<file path="src/rtl/fadd36_pkg.sv">
// Shared constants and tag type for the two-port adder arbiter.
// Defaults here are the top-level parameter defaults.
package fadd36_pkg;

    localparam int W_DEF         = 36;
    localparam int LAT_DEF       = 3;
    localparam int RSP_DEPTH_DEF = 2;

    typedef logic port_t;

    typedef struct packed {
        logic  vld;
        port_t port;
    } tag_t;

endpackage

</file>
<file path="src/rtl/fadd36_rsp_fifo.sv">
// Per-port response FIFO; a push into a full FIFO is accepted only with a pop.
module fadd36_rsp_fifo #(
    parameter int W         = 36,
    parameter int RSP_DEPTH = 2
) (
    input  logic         i_clk,
    input  logic         i_rst_n,
    input  logic         i_push,
    input  logic [W-1:0] i_data,
    input  logic         i_pop,
    output logic         o_full,
    output logic         o_empty,
    output logic [W-1:0] o_head
);
    localparam int AW = $clog2(RSP_DEPTH);
    localparam int CW = $clog2(RSP_DEPTH + 1);
    localparam logic [AW-1:0] LAST    = AW'(RSP_DEPTH - 1);
    localparam logic [CW-1:0] DEPTH_C = CW'(RSP_DEPTH);

    logic [W-1:0]  mem_q [RSP_DEPTH];
    logic [AW-1:0] wr_q, wr_d, rd_q, rd_d;
    logic [CW-1:0] cnt_q, cnt_d;
    logic          do_push, do_pop;

    assign o_full  = (cnt_q == DEPTH_C);
    assign o_empty = (cnt_q == '0);
    assign o_head  = mem_q[rd_q];
    assign do_pop  = i_pop & ~o_empty;
    assign do_push = i_push & (~o_full | do_pop);

    always_comb begin
        wr_d  = wr_q;
        rd_d  = rd_q;
        cnt_d = cnt_q + CW'(do_push) - CW'(do_pop);
        if (do_push) wr_d = (wr_q == LAST) ? '0 : wr_q + 1'b1;
        if (do_pop)  rd_d = (rd_q == LAST) ? '0 : rd_q + 1'b1;
    end

    always_ff @(posedge i_clk or negedge i_rst_n) begin
        if (!i_rst_n) begin
            wr_q  <= '0;
            rd_q  <= '0;
            cnt_q <= '0;
        end else begin
            wr_q  <= wr_d;
            rd_q  <= rd_d;
            cnt_q <= cnt_d;
        end
    end

    always_ff @(posedge i_clk) begin
        if (do_push) mem_q[wr_q] <= i_data;
    end
endmodule

</file>
<file path="src/rtl/fadd36_arb.sv">
// Two-port round-robin front end for one shared fixed-latency adder,
// with credit-gated per-port response FIFOs.
module fadd36_arb
    import fadd36_pkg::*;
#(
    parameter int W         = W_DEF,
    parameter int LAT       = LAT_DEF,
    parameter int RSP_DEPTH = RSP_DEPTH_DEF
) (
    input  logic           i_clk,
    input  logic           i_rst_n,
    input  logic [1:0]     i_req_vld,
    output logic [1:0]     o_req_rdy,
    input  logic [2*W-1:0] i_req_op_a,
    input  logic [2*W-1:0] i_req_op_b,
    output logic           o_add_vld,
    output logic [W-1:0]   o_add_op_a,
    output logic [W-1:0]   o_add_op_b,
    input  logic           i_add_res_vld,
    input  logic [W-1:0]   i_add_res,
    output logic [1:0]     o_rsp_vld,
    output logic [2*W-1:0] o_rsp_data,
    input  logic [1:0]     i_rsp_rdy,
    output logic           o_err
);
    localparam int CW = $clog2(RSP_DEPTH + 1);
    localparam logic [CW-1:0] DEPTH_C = CW'(RSP_DEPTH);

    logic [1:0]          elig, gnt, push, pop, drop, full, empty;
    logic                ptr_q, ptr_d;
    logic [1:0][CW-1:0]  cred_q, cred_d;
    tag_t                iss_q, iss_d;
    tag_t [LAT-1:0]      tag_q;
    tag_t                tag_out;
    logic [W-1:0]        op_a_q, op_b_q;
    logic                err_q, err_d;

    assign tag_out = tag_q[LAT-1];

    always_comb begin
        elig = '0;
        gnt  = '0;
        for (int p = 0; p < 2; p++)
            elig[p] = i_req_vld[p] & (cred_q[p] < DEPTH_C);
        if (elig[ptr_q])       gnt[ptr_q]  = 1'b1;
        else if (elig[~ptr_q]) gnt[~ptr_q] = 1'b1;
    end

    // Credit counts in-flight tags plus FIFO occupancy, so a push never overflows.
    always_comb begin
        push   = '0;
        drop   = '0;
        pop    = '0;
        cred_d = cred_q;
        for (int p = 0; p < 2; p++) begin
            push[p] = i_add_res_vld & tag_out.vld & (tag_out.port == port_t'(p));
            drop[p] = ~i_add_res_vld & tag_out.vld & (tag_out.port == port_t'(p));
            pop[p]  = ~empty[p] & i_rsp_rdy[p];
            cred_d[p] = cred_q[p] + CW'(gnt[p]) - CW'(pop[p]) - CW'(drop[p]);
        end
        iss_d = '{vld: |gnt, port: gnt[1]};
        ptr_d = (|gnt) ? ~gnt[1] : ptr_q;
        err_d = err_q | (i_add_res_vld ^ tag_out.vld) | (|(push & full & ~pop));
    end

    always_ff @(posedge i_clk or negedge i_rst_n) begin
        if (!i_rst_n) begin
            iss_q  <= '0;
            tag_q  <= '0;
            cred_q <= '0;
            ptr_q  <= 1'b0;
            err_q  <= 1'b0;
        end else begin
            iss_q    <= iss_d;
            tag_q[0] <= iss_q;
            for (int k = 1; k < LAT; k++) tag_q[k] <= tag_q[k-1];
            cred_q <= cred_d;
            ptr_q  <= ptr_d;
            err_q  <= err_d;
        end
    end

    always_ff @(posedge i_clk) begin
        if (|gnt) begin
            op_a_q <= gnt[1] ? i_req_op_a[W +: W] : i_req_op_a[0 +: W];
            op_b_q <= gnt[1] ? i_req_op_b[W +: W] : i_req_op_b[0 +: W];
        end
    end

    assign o_req_rdy  = gnt & {2{i_rst_n}};
    assign o_add_vld  = iss_q.vld;
    assign o_add_op_a = op_a_q;
    assign o_add_op_b = op_b_q;
    assign o_rsp_vld  = ~empty;
    assign o_err      = err_q;

    for (genvar p = 0; p < 2; p++) begin : g_fifo
        fadd36_rsp_fifo #(
            .W         (W),
            .RSP_DEPTH (RSP_DEPTH)
        ) u_fifo (
            .i_clk   (i_clk),
            .i_rst_n (i_rst_n),
            .i_push  (push[p]),
            .i_data  (i_add_res),
            .i_pop   (pop[p]),
            .o_full  (full[p]),
            .o_empty (empty[p]),
            .o_head  (o_rsp_data[p*W +: W])
        );
    end
endmodule

</file>
<file path="config.mk">
export PLATFORM = sky130hd
export DESIGN_NAME = fadd36_arb
export DESIGN_NICKNAME = d
export VERILOG_FILES = /design/src/rtl/fadd36_pkg.sv /design/src/rtl/fadd36_rsp_fifo.sv /design/src/rtl/fadd36_arb.sv
export SDC_FILE = /design/constraint.sdc
export NUM_CORES = 1
export LEC_CHECK = 0
export CAP_MARGIN = 10
export CORE_AREA = 2 2 146 148
export CTS_BUF_LIST = sky130_fd_sc_hd__clkbuf_2
export DETAILED_ROUTE_END_ITERATION = 10
export DIE_AREA = 0 0 148 150
export GPL_TIMING_DRIVEN = 0
export PLACE_DENSITY = 0.82
export SETUP_SLACK_MARGIN = 0.2
export SLEW_MARGIN = 10
export SYNTH_ARGS = -nofsm -noshare
export SYNTH_HDL_FRONTEND = slang
export SYNTH_HIERARCHICAL = 1
export SYNTH_SLANG_ARGS = --single-unit
export TNS_END_PERCENT = 5
</file>
<file path="constraint.sdc">
create_clock -name i_clk -period 3.5 [get_ports i_clk]
set_clock_uncertainty 0.2 [all_clocks]
set_input_delay 0.35 -clock i_clk [delete_from_list [all_inputs] [get_ports i_clk]]
set_output_delay 0.35 -clock i_clk [all_outputs]
set_load 0.03 [all_outputs]
</file>
==> metrics.txt, run 1 <==
wire per inst=20.8 µm; # setup viols final=0; Setup CP Type=primary input to primary output; CP cell instances=dlygate4sd3_1 > clkdlybuf4s50_1 > nand2b_4 > o21a_1 > buf_6 > buf_8 > and2_1 > clkdlybuf4s15_2; kind of end point of the critical path=primary output; Power Density=688 nW/µm²; Die Span Y=150 µm; Max-Cap Viols=0; CP Depth=8; final net count=1239; clock slew at reported path FFs=90 ps; CTS tree=yes; Fmax achieved=324 MHz; CP Buf/Inv Count=5; distinct cell type count after synthesis=29; fin cells=~1400; clock sinks=238; placed instance count=around 1100; clk_lat worst skew=approximately 810 ps; initial antenna violation count=1; Yosys reg bits=238; RSZ-0062 raised after global routing=false; H-Tree Level Count=2; Core Region=20700 µm²; die area=approximately 22000 µm²; Slew @ Worst Pin=979 ps; sequential fraction of the synthesis area=73.6%; Tot GR Track Use=25.3%; delay-heaviest family, CP=buffers and inverters; Initial Util=46.2%; maximum vdd ir drop=~0.37 mV; slowest library cell on the worst path=dlygate4sd3_1; TNS Setup=0 ps; r2r endpoint=o_add_op_b[27]; DP Wirelength=~17 mm; status=completed; Critical Path RT=2950 ps; post-synthesis cell area=approximately 9600 µm²; yosys warns=6; Power Total=10.8 mW; GP Congestion=0.755; Post-Syn Area per Cell=20.2 µm²; remaining antenna violation count=0; vias in the first global route=7192; FF-to-FF path depth=5; DIE WIDTH=roughly 150 µm; R2R Setup Slk=850 ps; CTS Buf Count=57; Max-slew headroom=34.5%; Starting DRT DRC Count=263; r2r startpoint=cred_q[3]; Area growth syn-to-layout=63.5%; total wire length=28.3 mm; num rows=53; CP max stage delay=540 ps; worst setup path endpoint=o_req_rdy[1]; Mapped Cells=around 470; drc violations=0; global-route wire length before repair=~42 mm; final period utilization=88.3%; static leakage=5.83 nW; # IOs=337; worst hold path class=primary input to flop; setup repair bufs after CTS=0; Vias/cell=4.80; Final min period=just over 3000 ps; WP data arrival=2540 ps; via count=6529; total congestion overflow=0; clock root cell=clkbuf_2; largest net degree at the start of global routing=60; CP Max Fanout=11; share of cells above drive strength 1=23.8%; startpoint class of the critical path=primary input; CTS max path bufs=3; final hold violations=0; Post-Syn Nets=668; CP Launch Point=i_req_vld[0]; max-slew violation count=0; PortBufs=336; first drt pass iteration count=4
[state kept, by name (all words and copies together), names as in the netlist]
signal,count
cred_q,4
g_fifo.u_fifo/cnt_q,4
g_fifo.u_fifo/mem_q,144
g_fifo.u_fifo/rd_q,2
g_fifo.u_fifo/wr_q,2
iss_q,1
o_add_op_a,36
o_add_op_b,36
o_add_vld,1
o_err,1
ptr_q,1
tag_out,2
tag_q,4
[synth_stat cells]
library cell | count | area share [%]
nand2_1 | 6 | 0.24
dfrtp_1 | 22 | 5.8
buf_2 | 2 | 0.10
a21o_1 | 1 | 0.079
nor2b_1 | 4 | 0.26
and2_1 | 2 | 0.13
mux2_1 | 6 | 0.71
buf_12 | 4 | 0.84
nand2b_1 | 6 | 0.39
and4bb_1 | 2 | 0.26
edfxtp_1 | 216 | 68
xnor2_1 | 9 | 0.82
a21oi_1 | 3 | 0.16
nand2b_4 | 1 | 0.14
mux2_4 | 47 | 7.4
xor2_1 | 3 | 0.27
buf_8 | 1 | 0.16
fa_1 | 2 | 0.42
mux2_2 | 91 | 11
nand3_1 | 1 | 0.052
inv_1 | 12 | 0.47
o21ai_0 | 2 | 0.10
o2111ai_1 | 1 | 0.092
buf_6 | 9 | 1.1
nor2_1 | 9 | 0.35
ha_1 | 6 | 0.78
o21a_1 | 1 | 0.079
o21ai_2 | 2 | 0.18
a21oi_2 | 2 | 0.18
[placed cells by master (no fill, tap or decap), types with 5 or more instances in the layout]
cell type	n
clkdlybuf4s50_1	335
edfxtp_1	216
dlygate4sd3_1	171
mux2_2	91
clkbuf_2	83
mux2_4	47
dfrtp_1	22
inv_1	12
clkinv_1	12
buf_6	9
xnor2_1	9
buf_12	6
nand2_1	6
ha_1	6
mux2_1	6
nand2b_1	5
nor2_1	5
[worst min path at each step]
stage	start	end	slack, ps	cells past startpoint
3_3_place_gp	iss_q[0]	tag_q[0]	130	0
2_1_floorplan	i_rst_n	cred_q[0]	-150	0
5_1_grt	i_req_op_b[28]	o_add_op_b[28]	9	2
3_5_place_dp	tag_q[3]	tag_out[1]	140	0
6_report	i_req_op_b[28]	o_add_op_b[28]	120	2
4_1_cts	i_req_op_b[28]	o_add_op_b[28]	0.9	2
[metrics by stage]
stage | worst slack [ps] | hold WS (ps) | cell area (µm²) | utilization, %
after global placement | -1320 | 132 | 13300 | 64.2
after global routing | 216 | 9.01 | 15600 | 75.6
final | 409 | 116 | 15600 | 75.6
after CTS | 276 | 0.875 | 15600 | 75.5
after detailed placement | 408 | 136 | 13400 | 64.9
after floorplan | 347 | -146 | 9570 | -
[cell families (layout without fill, tap and decap cells)]
group                    after synthesis  after routing  synth area share (%)
flip-flops                           238            238                  73.6
multiplexers                         144            144                  18.8
AND/OR/NAND/NOR                       31             31                  1.83
buffers and inverters                 28            640                  2.63
AO/OA/AOI/OAI                         12             12                 0.876
XOR/XNOR                              12             12                  1.10
adder cells (fa/ha/maj)                8              8                  1.20
other                                  0              1                     0
[area by class of cell]
class                      count  area (µm²)
antenna                        1        2.50
fill                        1198        5050
inverter                      12        45.0
clock inverter                17        76.3
multi-input combinational    207        2310
timing repair buffer         512        5200
sequential                   238        7040
clock buffer                  83         415
buffer                        16         206
tap                          275         344
[timing repair]
action,in CTS,in global routing
endpoints found under the setup margin,1,0
resized for setup,3,0
endpoints found under the hold margin,236,1
hold buffers,170,1
[power by group]
group | internal (mW) | total [mW] | switching, mW
sequential | 3.81 | 4.03 | 0.220
clock | 0.641 | 1.74 | 1.10
combinational | 2.37 | 4.99 | 2.62
[layer usage]
metal / vias up / part of all wire (%) / GRT usage, %
li1: 2995 / - / -
met1: 3140 / 36 / 28.6
met2: 335 / 52 / 45.0
met3: 59 / 7.7 / 6.95
met4: 0 / 3.9 / 11.1
met5: - / 0 / 0
No activity file was read; power rests on OpenSTA's default activity.
==> run 2, diff against run 1 <==
--- a/config.mk
+++ b/config.mk
@@ -5,13 +5,13 @@
 export SDC_FILE = /design/constraint.sdc
 export NUM_CORES = 1
 export LEC_CHECK = 0
-export CAP_MARGIN = 10
-export CORE_AREA = 2 2 146 148
+export CAP_MARGIN = 20
+export CORE_AREA = 2 2 142 144
 export CTS_BUF_LIST = sky130_fd_sc_hd__clkbuf_2
 export DETAILED_ROUTE_END_ITERATION = 10
-export DIE_AREA = 0 0 148 150
+export DIE_AREA = 0 0 144 146
 export GPL_TIMING_DRIVEN = 0
-export PLACE_DENSITY = 0.82
+export PLACE_DENSITY = 0.86
 export SETUP_SLACK_MARGIN = 0.2
 export SLEW_MARGIN = 10
 export SYNTH_ARGS = -nofsm -noshare
==> constraint.sdc (replaced) <==
create_clock -name i_clk -period 3.6 [get_ports i_clk]
set_clock_uncertainty 0.2 [all_clocks]
set_input_delay 0.36 -clock i_clk [delete_from_list [all_inputs] [get_ports i_clk]]
set_output_delay 0.36 -clock i_clk [all_outputs]
set_load 0.03 [all_outputs]
==> run 2 against run 1 <==
  * Sequential share of layout area increased by 0.26 points
  * Cell area is 0.57% lower
  * Sequential cell count unchanged
  * Hold slack worse by 62 ps
  * Via count rose by 3.4%
  * Clock power about the same
  * Utilization grew 4.8 points
  * Clock-buffer cell count is 6 higher
  * Critical path depth down 2
  * Register-to-register slack better by 130 ps
  * Combinational power decreased by 2%
  * Critical path type is now flop to primary output
  * Critical endpoint unchanged
  * Largest cell class unchanged
==> metrics.txt, run 2 (synthesis gave the netlist of run 1 again) <==
status=completed; slowest library cell on the worst path=dfrtp_1; static leakage=5.82 nW (-0.33%); total congestion overflow=0 (unchanged); Critical Path RT=3040 ps (+90 ps); num rows=51 (-3.8%); Core Region=19300 µm² (-6.5%); Starting DRT DRC Count=331 (+26%); # setup viols final=0 (unchanged); final period utilization=between 80% and 90%; final hold violations=0 (unchanged); drc violations=0 (unchanged); vias in the first global route=7571 (+5.3%); Final min period=3190 ps; M1 wire length=10.8 mm (+4.4%); Power Total=10.5 mW (-2.0%); met3 WL=2.53 mm (+15%); maximum vdd ir drop=0.339 mV (-7.1%); startpoint class of the critical path=flop; Max-Cap Viols=0 (unchanged); CTS tree=yes; WP data arrival=2630 ps (+90 ps); DIE WIDTH=144 µm (-2.7%); clk_lat worst skew=810 ps (about the same); Die Span Y=146 µm (-2.7%); max-slew violation count=0 (unchanged); global-route wire length before repair=44.3 mm (+6.3%); fin cells=1348 (-0.96%); RSZ-0062 raised after global routing=false; # IOs=337 (unchanged); Biggest register=g_fifo.u_fifo/mem_q; total wire length=30.9 mm (+9.0%); CTS max path bufs=3 (unchanged); GP Congestion=0.876 (+16%); Slew @ Worst Pin=628 ps (-351 ps); Vias/cell=5.01 (+4.4%); Setup CP Type=flop to primary output; clock slew at reported path FFs=100 ps (about the same); clock root cell=clkbuf_2; clock sinks=238 (unchanged); Largest register FFs=144 (unchanged); worst hold path class=primary input to flop; first drt pass iteration count=4 (unchanged); most frequent cells in the layout=335 x clkdlybuf4s50_1, 216 x edfxtp_1, 162 x dlygate4sd3_1; PortBufs=336 (unchanged); remaining antenna violation count=0 (unchanged); DP Wirelength=18.8 mm (+9.6%); Initial Util=49.5% (+3.2 points); die area=21000 µm² (-5.3%); kind of end point of the critical path=primary output; largest net degree at the start of global routing=50 (-17%); placed instance count=1079 (-0.92%); CP max stage delay=430 ps (-110 ps); routed wl met2=16.3 mm (+11%); Tot GR Track Use=29.1% (+3.8 points); wire per inst=22.9 µm (+10%); most common cell after layout, fill and taps aside=clkdlybuf4s50_1; Fmax achieved=314 MHz; H-Tree Level Count=2 (unchanged); DR top layer=met5; CP Max Fanout=11 (unchanged); via count=6749 (+3.4%); Area growth syn-to-layout=62.6%; CP cell instances=nor2b_1 > o21a_1 > buf_6 > buf_8 > and2_1 > dlygate4sd2_1; Power Density=678 nW/µm² (-1.4%); initial antenna violation count=3 (+2); final net count=1232 (-0.56%); share of cells above drive strength 1=24.1% (+0.27 points); CTS Buf Count=58 (+1.8%); Max-slew headroom=58.0% (+23 points)
-- run 2: changes by cell type in the layout (fill, tap and decap cells not counted), sizes merged --
cell / delta
clkinv: -2
dlygate4sd3: -9
clkbuf: +6
buf: +1
clkdlybuf4s15: -1
dlygate4sd2: +1
diode: +1
-- run 2: worst paths after layout --
| kind | from | end | slack, ps | cells after the start |
|---|---|---|---|---|
| setup / recovery | cred_q[3] | o_req_rdy[1] | 410 | 6 |
| hold / removal | i_req_op_b[43] | o_add_op_b[7] | 50 | 2 |
| setup reg to reg | cred_q[3] | o_add_op_a[25] | 980 | 6 |
| hold reg to reg | iss_q[0] | tag_q[0] | 150 | 0 |
| max in group asynchronous | i_rst_n | g_fifo[0].u_fifo/rd_q | 2450 | 3 |
| min in group asynchronous | i_rst_n | tag_out[0] | 270 | 2 |
-- run 2: final cells by class --
| type | instances | area, µm² |
|---|---|---|
| clock inverter | 15 | 56.3 |
| buffer | 16 | 206 |
| clock buffer | 89 | 445 |
| sequential | 238 | 7040 |
| antenna | 2 | 5.00 |
| fill | 959 | 3780 |
| inverter | 12 | 45.0 |
| timing repair buffer | 504 | 5110 |
| multi-input combinational | 207 | 2310 |
| tap | 265 | 332 |
-- run 2: stage by stage --
stage	hold WS, ps	cell area [µm²]	utilization [%]	setup TNS [ps]	setup slack (ps)
after floorplan	-136	9570	-	0	447
after global placement	133	13300	68.6	-219910	-1270
after detailed placement	135	13400	69.4	0	540
after CTS	0.281	15500	80.0	0	341
after global routing	-0.392	15500	80.4	0	251
final	54.0	15600	80.4	0	411
-- run 2: what timing repair did --
action                                  in CTS  in global routing
gates resized for setup                      1                  0
endpoints found under the setup margin       1                  0
buffers inserted                             0                  0
hold buffers                               155                  7
hold endpoints to repair                   230                  8
-- run 2: where the power goes --
part	switching [mW]	internal (mW)	total, mW	leakage, nW
Sequential	0.241	3.70	3.94	2.27
Clock	1.08	0.650	1.73	0.396
Combinational	2.61	2.27	4.88	3.15
-- run 2: per-layer routing --
layer	GRT usage (%)	vias to the layer above
met5	0	-
met3	7.67	63
li1	-	2985
met2	52.6	364
met4	14.1	4
met1	31.1	3333
-- run 2: critical path: cells and delay by family, from the launching register on --
kind,cells,cell delay [ps]
DFF,1,430
buffers and inverters,3,820
and+or+nand+nor,2,340
AOI/OAI and AO/OA,1,220
